[src/rtl/servo_pwm_decoder.sv]
// rtl/servo_pwm_decoder.sv - servo pulse-width decoder back to a 2-bit direction code
module servo_pwm_decoder #(
  parameter int CLK_FREQ  = 100_000_000,
  parameter int PERIOD_US = 20000,
  parameter int REST_US   = 1500,
  parameter int LEFT_US   = 1000,
  parameter int RIGHT_US  = 2000,
  parameter int TOL_US    = 100
) (
  input  logic       clk,
  input  logic       rst,
  input  logic       pwm_in,
  output logic [1:0] direction,
  output logic       valid,
  output logic       pulse_error,
  output logic       signal_lost
);

  localparam int CYC_US  = CLK_FREQ / 1_000_000;
  localparam int W_REST  = REST_US * CYC_US;
  localparam int W_LEFT  = LEFT_US * CYC_US;
  localparam int W_RIGHT = RIGHT_US * CYC_US;
  localparam int W_TOL   = TOL_US * CYC_US;
  localparam int W_MAX   = (RIGHT_US + 4 * TOL_US) * CYC_US;
  localparam int T_LOST  = 2 * PERIOD_US * CYC_US;
  localparam int WW      = $clog2(W_MAX + 1);
  localparam int TW      = $clog2(T_LOST + 1);

  localparam logic [WW-1:0] W_MAX_C    = WW'(W_MAX);
  localparam logic [WW-1:0] REST_LO    = WW'(W_REST - W_TOL);
  localparam logic [WW-1:0] REST_HI    = WW'(W_REST + W_TOL);
  localparam logic [WW-1:0] LEFT_LO    = WW'(W_LEFT - W_TOL);
  localparam logic [WW-1:0] LEFT_HI    = WW'(W_LEFT + W_TOL);
  localparam logic [WW-1:0] RIGHT_LO   = WW'(W_RIGHT - W_TOL);
  localparam logic [WW-1:0] RIGHT_HI   = WW'(W_RIGHT + W_TOL);
  localparam logic [TW-1:0] T_LOST_C   = TW'(T_LOST);

  localparam logic [1:0] DIR_REST  = 2'b00;
  localparam logic [1:0] DIR_LEFT  = 2'b01;
  localparam logic [1:0] DIR_RIGHT = 2'b11;

  // Overlapping bands make the decode ambiguous; refuse to elaborate.
  if ((W_REST - W_TOL <= W_LEFT + W_TOL) || (W_RIGHT - W_TOL <= W_REST + W_TOL)) begin : g_band_overlap
    $error("servo_pwm_decoder: TOL_US makes the pulse bands overlap");
  end

  typedef enum logic [1:0] {
    WAIT_RISE = 2'd0,
    MEASURE   = 2'd1,
    DECODE    = 2'd2,
    STUCK     = 2'd3
  } state_t;

  state_t        state, state_d;
  logic          s1, s2, s3;
  logic          rise;
  logic          rise_pend, rise_pend_d;
  logic [WW-1:0] width, width_d;
  logic [TW-1:0] timeout, timeout_d;
  logic [1:0]    dir_d;
  logic          valid_d, err_d, lost_d;
  logic          in_rest, in_left, in_right;
  logic          match;
  logic [1:0]    code;

  assign rise = s2 & ~s3;

  // Two-flop synchroniser for the asynchronous pulse input plus one history flop.
  always_ff @(posedge clk or posedge rst) begin
    if (rst) begin
      s1 <= 1'b0;
      s2 <= 1'b0;
      s3 <= 1'b0;
    end else begin
      s1 <= pwm_in;
      s2 <= s1;
      s3 <= s2;
    end
  end

  // Band classification of the measured high time; REST wins, then LEFT, then RIGHT.
  always_comb begin
    in_rest  = (width >= REST_LO)  && (width <= REST_HI);
    in_left  = (width >= LEFT_LO)  && (width <= LEFT_HI);
    in_right = (width >= RIGHT_LO) && (width <= RIGHT_HI);
    match    = in_rest | in_left | in_right;
    code     = DIR_REST;
    if (in_rest)       code = DIR_REST;
    else if (in_left)  code = DIR_LEFT;
    else if (in_right) code = DIR_RIGHT;
  end

  // State register, counters and registered outputs.
  always_ff @(posedge clk or posedge rst) begin
    if (rst) begin
      state       <= WAIT_RISE;
      width       <= '0;
      timeout     <= '0;
      rise_pend   <= 1'b0;
      direction   <= DIR_REST;
      valid       <= 1'b0;
      pulse_error <= 1'b0;
      signal_lost <= 1'b1;
    end else begin
      state       <= state_d;
      width       <= width_d;
      timeout     <= timeout_d;
      rise_pend   <= rise_pend_d;
      direction   <= dir_d;
      valid       <= valid_d;
      pulse_error <= err_d;
      signal_lost <= lost_d;
    end
  end

  // Next-state logic: measure high time, decode it, and watch for loss of the frame train.
  always_comb begin
    state_d     = state;
    width_d     = width;
    timeout_d   = (timeout == T_LOST_C) ? timeout : timeout + 1'b1;
    rise_pend_d = 1'b0;
    dir_d       = direction;
    valid_d     = 1'b0;
    err_d       = 1'b0;
    lost_d      = signal_lost;

    case (state)
      WAIT_RISE: begin
        // A rise seen during DECODE was parked in rise_pend; the pulse is then one cycle older.
        if (rise || rise_pend) begin
          state_d   = MEASURE;
          width_d   = rise_pend ? (s2 ? WW'(2) : WW'(1)) : WW'(1);
          timeout_d = rise_pend ? TW'(1) : TW'(0);
        end
      end
      MEASURE: begin
        if (!s2) begin
          state_d = DECODE;
        end else begin
          if (width != W_MAX_C) width_d = width + 1'b1;
          if (width >= W_MAX_C - 1'b1) begin
            state_d = STUCK;
            err_d   = 1'b1;
          end
        end
      end
      DECODE: begin
        rise_pend_d = rise;
        state_d     = WAIT_RISE;
        if (match) begin
          dir_d   = code;
          valid_d = 1'b1;
          lost_d  = 1'b0;
        end else begin
          err_d = 1'b1;
        end
      end
      STUCK: begin
        if (!s2) state_d = WAIT_RISE;
      end
      default: state_d = WAIT_RISE;
    endcase

    // The rise-to-rise budget ran out: report loss and return the steering to rest.
    if ((timeout != T_LOST_C) && (timeout_d == T_LOST_C)) begin
      lost_d  = 1'b1;
      dir_d   = DIR_REST;
      valid_d = 1'b0;
    end
  end

endmodule

[config.mk]
export PLATFORM = sky130hd
export DESIGN_NAME = servo_pwm_decoder
export DESIGN_NICKNAME = d
export VERILOG_FILES = /design/src/rtl/servo_pwm_decoder.sv
export SDC_FILE = /design/constraint.sdc
export NUM_CORES = 1
export LEC_CHECK = 0
export ABC_AREA = 1
export BUFFER_PORTS_ARGS = -buffer_cell sky130_fd_sc_hd__clkbuf_2
export CAP_MARGIN = 40
export CELL_PAD_IN_SITES_DETAIL_PLACEMENT = 2
export CELL_PAD_IN_SITES_GLOBAL_PLACEMENT = 2
export CORE_MARGIN = 1.5
export CORE_UTILIZATION = 30
export CTS_BUF_LIST = sky130_fd_sc_hd__clkbuf_8 sky130_fd_sc_hd__clkbuf_16
export CTS_CLUSTER_SIZE = 10
export DETAILED_ROUTE_END_ITERATION = 8
export PLACE_DENSITY_LB_ADDON = 0.2
export SETUP_SLACK_MARGIN = 0.1
export SYNTH_ARGS = -nofsm -noshare
export SYNTH_HDL_FRONTEND = slang
export SYNTH_SLANG_ARGS = --single-unit
[constraint.sdc]
create_clock -name clk -period 4.4 [get_ports clk]
set_input_delay 0.88 -clock clk [delete_from_list [all_inputs] [get_ports clk]]
set_output_delay 0.88 -clock clk [all_outputs]
set_load 0.05 [all_outputs]
==> results of run 1 <==
## flip-flops by register name, indices dropped and copies added, names as in the netlist, 2 cells and up
| name | count |
|---|---|
| direction | 2 |
| state | 2 |
| timeout | 22 |
| width | 18 |
## power by group
part	switching (mW)	internal (mW)
Sequential	0.0819	0.527
Clock	0.205	0.211
Combinational	0.404	0.148
Total	0.692	0.885
## final timing paths
kind	from	endpoint	slack (ps)	cells after the start
setup / recovery	state[1]	width[10]	1820	11
hold reg to reg	s1	s2	360	0
hold / removal	s1	s2	360	0
max in group asynchronous	rst	signal_lost	2970	3
setup reg to reg	state[1]	width[10]	1820	11
min in group asynchronous	rst	s1	560	2
## cell usage in the layout (no fill, tap or decap), types with 7 or more instances in the layout
cell type	instances
xor2_1	9
a21oi_1	11
nor3_1	13
clkbuf_2	7
nor2_2	7
dfrtp_1	50
inv_2	7
inv_1	78
nand2_1	151
nor2_1	76
o21ai_0	18
nand4_1	14
nand3_1	45
nor2_4	7
ha_1	8
## cell families after synthesis
| kind of cell | after synthesis | share of synthesized area (%) |
|---|---|---|
| and+or+nand+nor | 337 | 42.7 |
| AOI/OAI and AO/OA | 47 | 7.63 |
| buffers and inverters | 92 | 9.72 |
| xor gates and xnor gates | 9 | 2.16 |
| adders and majority gates | 8 | 2.75 |
| DFF | 51 | 35.1 |
## per-layer routing
metal	part of all wire, %	routed length (um)
met5	0	0
met1	41	5230
met2	56	7190
met4	1.7	217
met3	1.6	210
## area by class of cell
class,instances,area [um^2]
tap,147,184
timing repair buffer,8,42.5
multi-input combinational,401,2010
clock inverter,3,20.0
sequential,51,1280
inverter,87,327
clock buffer,5,125
fill,1481,7930
## cell usage after synthesis, drive strengths merged, types with 3 or more instances
master	count
nand2	157
nor3	15
nand4	14
nor3b	3
nor4	4
buf	5
xor2	9
a31oi	3
o21ai	20
o31ai	5
ha	8
inv	85
dfrtp	50
nand3	50
nand3b	3
a21oi	12
o211ai	3
nor2	90
## worst max-delay path, delay by kind of cell, from the launching register on
| kind | cells | cell delay [ps] |
|---|---|---|
| buf+inv | 3 | 360 |
| compound gates | 3 | 250 |
| fa+ha+maj | 1 | 330 |
| flops | 1 | 420 |
| simple gates | 4 | 1100 |
## per-stage QoR
stage | total power, mW | instance area, um^2 | hold slack, ps | utilization (%)
6_report | 1.58 | 3990 | 363 | 33.5
3_3_place_gp | 1.16 | 3840 | 333 | 32.2
4_1_cts | 1.61 | 3990 | 368 | 33.5
3_5_place_dp | 1.18 | 3840 | 339 | 32.2
5_1_grt | 1.69 | 3990 | 392 | 33.5
2_1_floorplan | 0.998 | 3640 | 331 | -
==> reports/results.tsv, run 1 <==
stage	metric	value	unit
run_status	status	finished clean	
global_routing	largest net degree at the start of global routing	32	
logic_synthesis	Async SR Flop Fraction	100	%
timing	Slew Limit Fails	0	
critical_path	CP Class	reg -> reg	
logic_synthesis	Syn Area/Cell	6.70	um^2
critical_path	Crit path arrival time	2780	ps
logic_synthesis	Mapped Area	0.00364	mm^2
timing	unrepaired setup endpoints after global routing	false	
logic_synthesis	Primary FF master, synth	dfrtp_1	
logic_synthesis	cell taking the most area after synthesis	dfrtp_1	
detailed_routing	routed len/inst	18.3	um
critical_path	largest fanout on the critical path	20	
logic_synthesis	Syn Nets	555	
detailed_routing	iteration count of the initial detailed-routing pass	4	
global_routing	vias in the first global route	4076	
clock_network	worst-case clock buffer depth	2	
logic_synthesis	distinct cell type count after synthesis	37	
place	placed cells	694	
global_routing	Most Crowded Layer GR	met2	
timing	min Tclk post-route	2580	ps
die	full die area	0.0128	mm^2
die	die width	113	um
place	I/O Buffers	7	
global_routing	met1 global-route usage	23.2	%
cells_and_area	final std cells w/o fill	702	
power	Max VDD drop	0.000178	V
logic_synthesis	Yosys reg bits	51	
timing	pin slew with the least headroom to its limit	753	ps
cells_and_area	Nets	565	
logic_synthesis	number of synthesized flops with an enable pin	0	
die	I/O pin cnt	8	
die	Core Rows	40	
power	Leak Pwr	1.92	nW
clock_network	PostCTS Resize Cnt	0	
worst_hold_path	Hold Path Class	reg -> reg	
detailed_routing	final WL	12900	um
global_routing	Total GRT Usage	21.6	%
cells_and_area	ANT cells	0	
timing	clock skew	9.07	ps
timing	slew margin rel.	49.7	%
logic_synthesis	synth top area cells	dfrtp_1 (34%), nand2_1 (16%), inv_1 (8.1%), nor2_1 (7.8%), nand3_1 (6.2%)	
clock_network	htree depth	2	
die	die height	113	um
cells_and_area	synthesis-to-layout area growth	9.45	%
clock_network	TritonCTS Buffers	5	
timing	worst setup margin	1820	ps
place	pre-CTS setup slack	1780	ps
timing	Final setup viols	0	
die	Core Footprint	0.0119	mm^2
clock_network	clock latency on the worst-skew pair	310	ps
critical_path	Critical Path RT	4590	ps
timing	final setup TNS	0	ps
clock_network	clock-pin slew on the worst setup and hold paths	80	ps
global_routing	initial antenna violation count	0	
critical_path	max incr delay on CP	470	ps
global_routing	Remaining Overflow, GRT	0	
global_routing	met3 Track Usage GR	3.37	%
detailed_routing	Starting DRT DRC Count	102	
clock_network	Post-CTS Setup Bufs	0	
logic_synthesis	YS warnings	0	
cells_and_area	share of post-route cells with drive strength above 1	9.73	%
critical_path	CP Cell Sequence	inv_1 -> ha_1 -> nand2_1 -> inv_1 -> o21ai_1 -> o21ai_0 -> nand2_1 -> nor2_2 -> inv_2 -> o21ai_0 -> nor2_1	
job	MaxCap Viol Count	0	
place	Final GP Congestion	0.887	
detailed_routing	number of vias per cell	5.04	
power	Power Density	396	mW/mm^2
logic_synthesis	sequential area share after synthesis	35.1	%
global_routing	wire length of the first global-routing pass	21300	um
die	Initial Utilization	30.6	%
detailed_routing	DRC violations left	0	
clock_network	clock sinks	51	
place	HPWL Detailed	10400	um
logic_synthesis	post-synth top area share	34.4	%
clock_network	CTS Hold Bufs	0	
timing	Tcrit/Tclk final	58.7	%
critical_path	slowest CP cell	nor2_2	
critical_path	Worst setup EP type	flip-flop	
critical_path	CP Launch Type	flip-flop	
detailed_routing	via count	3537	
global_routing	met2 Resource Use GR	42.8	%
detailed_routing	Final ANT Viol Nets	0	
timing	Final Hold Violating Endpoints	0	
logic_synthesis	Cells after Synth	544	
timing	FMAX	387	MHz
clock_network	CTS tree	built	
clock_network	root buf cell	clkbuf_16	
Power figures use the tool's default switching activity.
==> inputs of run 2 (changes only) <==
clock period = 2.5 ns   (was 4.4 ns; I/O delays follow)
==> reports/results.tsv, run 2 (same netlist as run 1, synthesis figures left out) <==
stage	metric	value	unit
run_status	status	finished clean	
clock_network	clock latency on the worst-skew pair	310	ps
die	Core Footprint	0.0119	mm^2
job	MaxCap Viol Count	0	
global_routing	met1 global-route usage	24.6	%
global_routing	vias in the first global route	3949	
cells_and_area	Nets	569	
global_routing	met2 Resource Use GR	39.4	%
timing	Tcrit/Tclk final	88.2	%
timing	unrepaired setup endpoints after global routing	false	
cells_and_area	final std cells w/o fill	706	
clock_network	clock sinks	51	
place	HPWL Detailed	10100	um
critical_path	CP Launch Type	flip-flop	
die	Core Rows	40	
global_routing	Most Crowded Layer GR	met2	
die	I/O pin cnt	8	
critical_path	Critical Path RT	2700	ps
detailed_routing	final WL	12400	um
clock_network	root buf cell	clkbuf_16	
place	placed cells	698	
place	Final GP Congestion	0.885	
timing	slew margin rel.	62.2	%
die	Initial Utilization	30.6	%
global_routing	met3 Track Usage GR	2.09	%
timing	Final Hold Violating Endpoints	0	
global_routing	largest net degree at the start of global routing	27	
place	Area after DPL	0.00387	mm^2
clock_network	Post-CTS Setup Bufs	0	
cells_and_area	share of post-route cells with drive strength above 1	10.4	%
die	full die area	0.0128	mm^2
power	Power Density	703	mW/mm^2
timing	final setup TNS	0	ps
detailed_routing	Final ANT Viol Nets	0	
die	die height	113	um
timing	FMAX	453	MHz
detailed_routing	routed len/inst	17.6	um
clock_network	CTS Hold Bufs	0	
clock_network	worst-case clock buffer depth	2	
clock_network	htree depth	2	
die	die width	113	um
critical_path	Worst setup EP type	flip-flop	
clock_network	CTS tree	built	
critical_path	largest fanout on the critical path	5	
cells_and_area	synthesis-to-layout area growth	11.0	%
global_routing	Total GRT Usage	20.9	%
critical_path	Crit path arrival time	2400	ps
worst_hold_path	Hold Path Class	in -> async	
cells_and_area	top flop regs	timeout (22), width (18)	
cells_and_area	most frequent cells in the layout	nand2_1 (151), inv_1 (79), nor2_1 (75), dfrtp_1 (50), nand3_1 (45)	
detailed_routing	Starting DRT DRC Count	89	
place	I/O Buffers	7	
cells_and_area	Largest Register	timeout	
critical_path	CP Class	reg -> reg	
timing	clock skew	9.14	ps
detailed_routing	iteration count of the initial detailed-routing pass	4	
cells_and_area	Final Cell Area	0.00404	mm^2
detailed_routing	number of vias per cell	5.03	
global_routing	wire length of the first global-routing pass	20900	um
timing	Slew Limit Fails	0	
critical_path	CP Cell Sequence	inv_1 -> ha_1 -> inv_1 -> nor2_1 -> nand3_1 -> nor2_2 -> nand3_1 -> nand3_1 -> nand2_1 -> nor3_4 -> nand3_2 -> nand3_1 -> nand2_1	
power	Leak Pwr	1.97	nW
clock_network	clock-pin slew on the worst setup and hold paths	70	ps
global_routing	Remaining Overflow, GRT	0	
clock_network	TritonCTS Buffers	5	
cells_and_area	most common cell after layout, fill and taps aside	nand2_1	
timing	Final setup viols	0	
power	Max VDD drop	0.000339	V
critical_path	slowest CP cell	dfrtp_1	
detailed_routing	DRC violations left	0	
detailed_routing	via count	3550	
global_routing	initial antenna violation count	0	
cells_and_area	max reg flops	22	
critical_path	CP dominant cell by count	nand3_1	
timing	pin slew with the least headroom to its limit	559	ps
critical_path	max incr delay on CP	440	ps
timing	min Tclk post-route	2210	ps
timing	hold slack	240	ps
cells_and_area	ANT cells	0	
[run 2: changes by cell type in the layout (fill, tap and decap cells not counted), sizes merged]
cell / previous run / this run
buf: 1 / 5
clkbuf: 12 / 14
clkinvlp: 2 / 0
clkinv: 3 / 2
inv: 85 / 86
[run 2: metal layers]
layer  wire length, um  up-vias  share of wire [%]
met5                 0        -                  0
met4               250        0                2.0
met3               155       14                1.2
met2              6680       22                 54
met1              5320     1761                 43
li1                  -     1753                  -
[run 2: power breakdown]
part	internal [mW]	switching [mW]
logic	0.286	0.732
clock network	0.424	0.330
registers	0.928	0.140
[run 2: per-stage QoR]
stage | utilization (%) | worst slack [ps] | total power [mW]
after CTS | 33.8 | 180 | 2.88
final | 33.9 | 294 | 2.84
after global placement | 32.5 | 213 | 2.05
after global routing | 33.9 | 108 | 3.05
after detailed placement | 32.5 | 196 | 2.10
after floorplan | - | 736 | 1.76
[run 2: cell type report]
| class | count | area [um^2] |
|---|---|---|
| Clock buffer | 7 | 153 |
| Timing Repair Buffer | 12 | 72.6 |
| Tap cell | 147 | 184 |
| Fill cell | 1479 | 7870 |
| Sequential cell | 51 | 1280 |
| Inverter | 87 | 327 |
| Clock inverter | 1 | 3.75 |
| Multi-Input combinational cell | 401 | 2020 |
[run 2: worst paths after layout]
kind,from,end,slack [ps],cells after the start
max in group asynchronous,rst,signal_lost,1940,3
setup / recovery,timeout[0],direction[1],290,13
hold reg to reg,s1,s2,350,0
hold / removal,rst,width[3],240,3
setup reg to reg,timeout[0],direction[1],290,13
min in group clk,pwm_in,s1,300,1
[run 2: worst max-delay path: cells and delay by family (launching register included)]
family        cells  cell delay, ps
fa+ha+maj         1             210
buf+inv           2             210
simple gates     10            1220
flops             1             440
[run 2: repair_timing]
| action | CTS | global route |
|---|---|---|
| gates resized for setup | 0 | 3 |
| endpoints found under the hold margin | 0 | 0 |
| endpoints found under the setup margin | 0 | 2 |
